$ cat src/rtl/odd_parity_frame_tx.sv
// odd_parity_frame_tx - serialises a parallel word as start, data LSB first, odd parity, stop.
// Owns all bit timing; tx_out is registered from the next-state view so it changes only on bit boundaries.
module odd_parity_frame_tx #(
  parameter int DATA_W     = 8,
  parameter int BIT_CYCLES = 4
) (
  input  logic              clk,
  input  logic              rst,
  input  logic              in_valid,
  input  logic [DATA_W-1:0] in_data,
  output logic              in_ready,
  output logic              tx_out,
  output logic              busy,
  output logic              done
);

  localparam int CNT_W = (BIT_CYCLES > 1) ? $clog2(BIT_CYCLES) : 1;
  localparam int IDX_W = (DATA_W > 1) ? $clog2(DATA_W) : 1;
  localparam logic [CNT_W-1:0] CNT_LAST = CNT_W'(BIT_CYCLES - 1);
  localparam logic [IDX_W-1:0] IDX_LAST = IDX_W'(DATA_W - 1);

  typedef enum logic [2:0] {
    IDLE,
    START,
    DATA,
    PARITY,
    STOP
  } state_t;

  state_t             state_q, state_d;
  logic [CNT_W-1:0]   cnt_q, cnt_d;
  logic [IDX_W-1:0]   idx_q, idx_d;
  logic [DATA_W-1:0]  shift_q, shift_d;
  logic               par_q, par_d;
  logic               tx_q, tx_d;
  logic               done_q, done_d;
  logic               bit_end;

  assign bit_end  = (cnt_q == CNT_LAST);
  assign in_ready = (state_q == IDLE) && !rst;
  assign busy     = (state_q != IDLE);
  assign tx_out   = tx_q;
  assign done     = done_q;

  always_comb begin
    state_d = state_q;
    cnt_d   = cnt_q;
    idx_d   = idx_q;
    shift_d = shift_q;
    par_d   = par_q;
    done_d  = 1'b0;

    if (state_q != IDLE) begin
      cnt_d = bit_end ? '0 : cnt_q + 1'b1;
    end

    case (state_q)
      IDLE: begin
        if (in_valid && in_ready) begin
          state_d = START;
          shift_d = in_data;
          par_d   = 1'b1;
          cnt_d   = '0;
          idx_d   = '0;
        end
      end
      START: begin
        if (bit_end) begin
          state_d = DATA;
          idx_d   = '0;
        end
      end
      DATA: begin
        if (bit_end) begin
          par_d   = par_q ^ shift_q[0];
          shift_d = shift_q >> 1;
          idx_d   = idx_q + 1'b1;
          if (idx_q == IDX_LAST) begin
            state_d = PARITY;
          end
        end
      end
      PARITY: begin
        if (bit_end) begin
          state_d = STOP;
        end
      end
      STOP: begin
        if (bit_end) begin
          state_d = IDLE;
          done_d  = 1'b1;
        end
      end
      default: begin
        state_d = IDLE;
      end
    endcase
  end

  // Line value is decided from the state being entered, so it lands with the bit boundary.
  always_comb begin
    tx_d = 1'b1;
    case (state_d)
      IDLE:    tx_d = 1'b1;
      START:   tx_d = 1'b0;
      DATA:    tx_d = shift_d[0];
      PARITY:  tx_d = par_d;
      STOP:    tx_d = 1'b1;
      default: tx_d = 1'b1;
    endcase
  end

  always_ff @(posedge clk) begin
    if (rst) begin
      state_q <= IDLE;
      cnt_q   <= '0;
      idx_q   <= '0;
      shift_q <= '0;
      par_q   <= 1'b0;
      tx_q    <= 1'b1;
      done_q  <= 1'b0;
    end else begin
      state_q <= state_d;
      cnt_q   <= cnt_d;
      idx_q   <= idx_d;
      shift_q <= shift_d;
      par_q   <= par_d;
      tx_q    <= tx_d;
      done_q  <= done_d;
    end
  end

endmodule

$ cat config.mk
export PLATFORM = sky130hd
export DESIGN_NAME = odd_parity_frame_tx
export DESIGN_NICKNAME = d
export VERILOG_FILES = /design/src/rtl/odd_parity_frame_tx.sv
export SDC_FILE = /design/constraint.sdc
export NUM_CORES = 1
export LEC_CHECK = 0
export CORE_MARGIN = 1.5
export CORE_UTILIZATION = 50
export DETAILED_ROUTE_END_ITERATION = 12
export HOLD_SLACK_MARGIN = 0.12
export PLACE_DENSITY = 0.74
export SYNTH_ARGS = -nofsm -noshare
export SYNTH_HDL_FRONTEND = slang
export SYNTH_SLANG_ARGS = --single-unit
export TNS_END_PERCENT = 20
$ cat constraint.sdc
create_clock -name clk -period 1.92 [get_ports clk]
set_input_delay 0.192 -clock clk [delete_from_list [all_inputs] [get_ports clk]]
set_output_delay 0.192 -clock clk [all_outputs]
set_load 0.02 [all_outputs]
After elaboration in Yosys (flattened, before gate mapping) --
Index checks and enable logic that the tools add are counted.
Storage, ports and cells: logic and storage cells 57, register bits after elaboration 19
Cells by class: bitwise logic cells 2, mux-type cells 23, equal/unequal tests 12, reductions and logical operators 10, add/subtract/negate cells 2
Operators with widths (number):
- 2-to-1 mux 3 bit | 9
- 2-to-1 mux 8 bit | 2
- case mux 8 bit (2 select lines) | 1
- case mux 3 bit (5 select lines) | 1
- equality test 3 x 2 -> 1 bit, second input constant | 4
- case mux 3 bit (3 select lines) | 1
- 2-to-1 mux 2 bit | 4
- equality test 3 x 1 -> 1 bit, second input constant | 2
- equality test 3 bit, second input constant | 2
- nonzero test 3 bit | 2
- inequality test 2 bit, second input constant | 2
- AND reduction 4 bit | 1
- adder 3 x 1 -> 3 bit, second input constant | 1
- logical NOT 3 bit | 1
- 2-to-1 mux 1 bit | 3
- case mux 1 bit (3 select lines) | 1
- AND reduction 3 bit | 1
- adder 2 x 1 -> 2 bit, second input constant | 1
- equality test 2 bit, second input constant | 1
- logical AND 1 bit | 2
- inequality test 2 x 1 -> 1 bit, second input constant | 1
- case mux 1 bit (2 select lines) | 1
- nonzero test 2 bit | 1
- OR reduction 2 bit | 1
- 3 further kinds | 3

Longest topological paths before layout --
depth in word-level cells 7, gate-level depth with buffers 7, gate-level depth less buffers 6

Least setup slack after synthesis --
Ideal clock, no wire load.
path type register -> register, start point register cnt_q[0], end point register tx_q, in the netlist tx_out, stages on the path, launching flop included 8, setup time 0.132 ns, clock period less this slack 1.519 ns, arrival time 1.387 ns, slack 0.401 ns, cells stage by stage dfxtp_1 -> ha_1 -> buf_2 -> nor4bb_4 -> buf_6 -> a21boi_1 -> o311ai_1 -> a32oi_1
Between the ends: cells in the longest elaborated chain, start to end 5, elaborated cells on any way between the ends 14, classes of those cells eq/ne: 4; mux: 10
Ends and longest elaborated chain:
- from (decl) | RTL line 31 | logic [CNT_W-1:0] cnt_q, cnt_d;
- from (signal assigned) | RTL line 124 | cnt_q <= cnt_d;
- equality test 2 bit * | RTL line 39 | assign bit_end = (cnt_q == CNT_LAST);
- net bit_end | RTL line 37 | logic bit_end;
- 2-to-1 mux 3 bit (on tied branches)
- case mux 3 bit (5 select lines) | RTL line 57 | case (state_q)
- equality test 3 x 2 -> 1 bit or equality test 3 x 1 -> 1 bit (tied branches) | RTL line 103 | case (state_d)
- case mux 1 bit (3 select lines) * | RTL line 103
- to (signal assigned) | RTL line 128 | tx_q <= tx_d;
- to (decl) | RTL line 35 | logic tx_q, tx_d;
The timed path passes the listed nets; every way through them passes the cells marked *. The select of a mux whose other input is x is not followed. A chain may end at the register's enable or synchronous reset.

Worst setup path in the final report --
start point register state_q[2], end point output port busy
Between the ends: cells in the longest elaborated chain, start to end 1
Ends and longest elaborated chain:
- from (decl) | RTL line 30 | state_t state_q, state_d;
- from (signal assigned) | RTL line 123 | state_q <= state_d;
- nonzero test 3 bit | RTL line 41 | assign busy = (state_q != IDLE);
- to (decl) | RTL line 13 | output logic busy,
No other way between the ends.

==> run_results.csv <==
group,metric,value,unit
outcome,outcome,"finished clean",
drt,vias_per_cell,5.51,
global_route,grt-ovfl-total,0,
timing,hold_ws,461,ps
floorplanning,start_util,0.540,
cells_and_area,layout.nets,134,
flow_run,max-cap-violations,0,
cells_and_area,antenna_cells,0,
drt,post_drt_wl_per_cell,13.1,µm
critical_path,crit_arrival,1620,ps
cells_and_area,seq_area,382,µm²
critical_path,end_kind,"output pin",
drt,drt-initial-drc-count,27,
clocking,postCtsSetupBuffers,0,
timing,slew_headroom,0.659,
cells_and_area,syn_to_final_growth,19.7,%
placement,post-dp-hpwl,1460,µm
synth,netlist_area,953,µm²
timing,finalHoldViolCount,0,
floorplanning,core-area,1760,µm²
synth,avgSynthCellArea,9.35,µm²
global_route,grt_pass1_vias,683,
timing,setup_viol,0,
worst_hold_path,hold_class,"register to register",
placement,portBuffers,14,
synth,synth_most_common_cell,"dfxtp_1",
timing,skew,7.59,ps
global_route,antenna_found_initial,0,
clocking,cts.path.max_buffers,2,
timing,fin_crit_sh,0.942,
placement,gp_congestion,0.769,
clocking,postCtsHoldBufs,0,
critical_path,crit_required,1730,ps
synth,yosys-top-cells-area,"dfxtp_1 40%, a21oi_1 5.8%, a22oi_1 5.5%",
clocking,root_buffer,"clkbuf_4",
global_route,grt_util_all_layers,0.185,
clocking,cts_sinks,19,
floorplanning,rows,15,
critical_path,critPathKind,"register to output pin",
pwr,powerDensity,634,nW/µm²
floorplanning,die_h,46.7,µm
synth,ys_warn_count,0,
drt,routed-via-count,793,
synth,synth_edf_count,0,
placement,place_ws,124,ps
global_route,grt_pass1_wl,2780,µm
synth,synth_top_cell_area_share,0.399,
cells_and_area,num-fill-cells,151,
floorplanning,ioPinCount,15,
floorplanning,die-area,2180,µm²
drt,drtPass1Iterations,4,
timing,fin_crit,1810,ps
timing,rsz0062_at_grt,"false",
timing,fmax,553,MHz
critical_path,worstSetupStartpointType,"register",
drt,final_antenna_net_count,0,
floorplanning,die-width,46.7,µm
cells_and_area,layout-drive-gt1-share,0.160,
synth,synth_flop_cell,"dfxtp_1",
synth,ys_seq_elements,19,
cells_and_area,multi_input_area,490,µm²
drt,drt_drc_violations_left,0,
synth,ys_types,38,
pwr,irDropWorstVdd,0.000430,V
clocking,cts_buffers,3,
clocking,clkSlewWorstSetupHoldPaths,100,ps
timing,fin_tns_setup,0,ps
synth,synth-async-reset-ratio,0,
drt,drt_wl_total,1880,µm
clocking,clock_latency,300,ps
timing,setup_slack,111,ps
synth,synth_common_cells,"19 x dfxtp_1, 14 x nand2_1, 11 x a21oi_1",
timing,maxSlewViolCount,0,
global_route,grt_max_degree,17,
clocking,cts_tree,"built",
synth,synth_largest_area_cell,"dfxtp_1",
synth,synth_nets,116,
synth,netlist_instances,102,
critical_path,crit_fanout,8,
timing,worst_pin_slew,504,ps
synth,synth_seq_area_share,0.399,
clocking,cts_max_level,1,
pwr,p_leak,0.435,nW
worst max-delay path, stage by stage (launching register included):
cell and delay [ps]:
dfxtp_1 560, nor3_4 60, inv_2 90, clkdlybuf4s50_1 600
cells by family after synthesis:
logic type / share of synthesized area
and+or+nand+nor: 0.239
xor gates and xnor gates: 0.0184
adders and majority gates: 0.0394
buffers and inverters: 0.0866
muxes: 0.0315
DFF: 0.399
AOI/OAI and AO/OA: 0.186
report_power, final:
part           leakage (nW)  internal, mW  switching (mW)
combinational         0.263        0.0565          0.0506
sequential            0.155         0.409          0.0129
clock                0.0177        0.0776           0.117
total                 0.435         0.543           0.181
through the flow:
stage,instance area (µm²),total power [mW],std cells,util
2_1_floorplan,953,0.495,102,-
3_3_place_gp,1110,0.536,140,0.631
3_5_place_dp,1110,0.538,140,0.631
4_1_cts,1140,0.730,144,0.646
5_1_grt,1140,0.755,144,0.647
6_report,1140,0.723,144,0.647
state kept, by name (all words and copies together), names as in the netlist:
register	count
tx_out	1
idx_q	3
par_q	1
shift_q	8
state_q	3
done	1
cnt_q	2
layout make-up:
cell class                 count  area share
inverter                       5      0.0164
clock buffer                   3      0.0197
tap                           25      0.0274
clock inverter                 1     0.00439
sequential                    19       0.334
timing repair buffer          21       0.168
multi-input combinational     70       0.430
path summary, 6_finish.rpt:
kind / startpoint / end / slack [ps] / cells past startpoint
min: shift_q[4] / shift_q[4] / 460 / 2
max: state_q[2] / busy / 110 / 3
min reg2reg: shift_q[4] / shift_q[4] / 460 / 2
max reg2reg: cnt_q[0] / tx_out / 330 / 5
placed cells by master (no fill, tap or decap), drive strengths merged, types with 2 or more instances in the layout:
master | synthesis | layout
mux2i | 3 | 3
buf | 8 | 7
nand2 | 14 | 14
dfxtp | 19 | 19
clkbuf | 0 | 3
ha | 3 | 3
nor4 | 2 | 2
nor3 | 3 | 3
clkdlybuf4s50 | 0 | 13
a22oi | 7 | 7
nor2 | 5 | 5
inv | 5 | 5
a21oi | 11 | 11
per-layer routing:
layer,vias to the layer above,share of wire,global-route usage
li1,399,-,-
met1,359,0.47,0.237
met2,31,0.46,0.289
met3,4,0.056,0.0588
met4,0,0.016,0.0667
met5,-,0,0
timing repair:
item,4_1_cts,5_1_grt
endpoints found under the hold margin,0,0
gates cloned,0,0
endpoints found under the setup margin,1,1
gates resized for setup,1,1
Power figures use the tool's default switching activity.
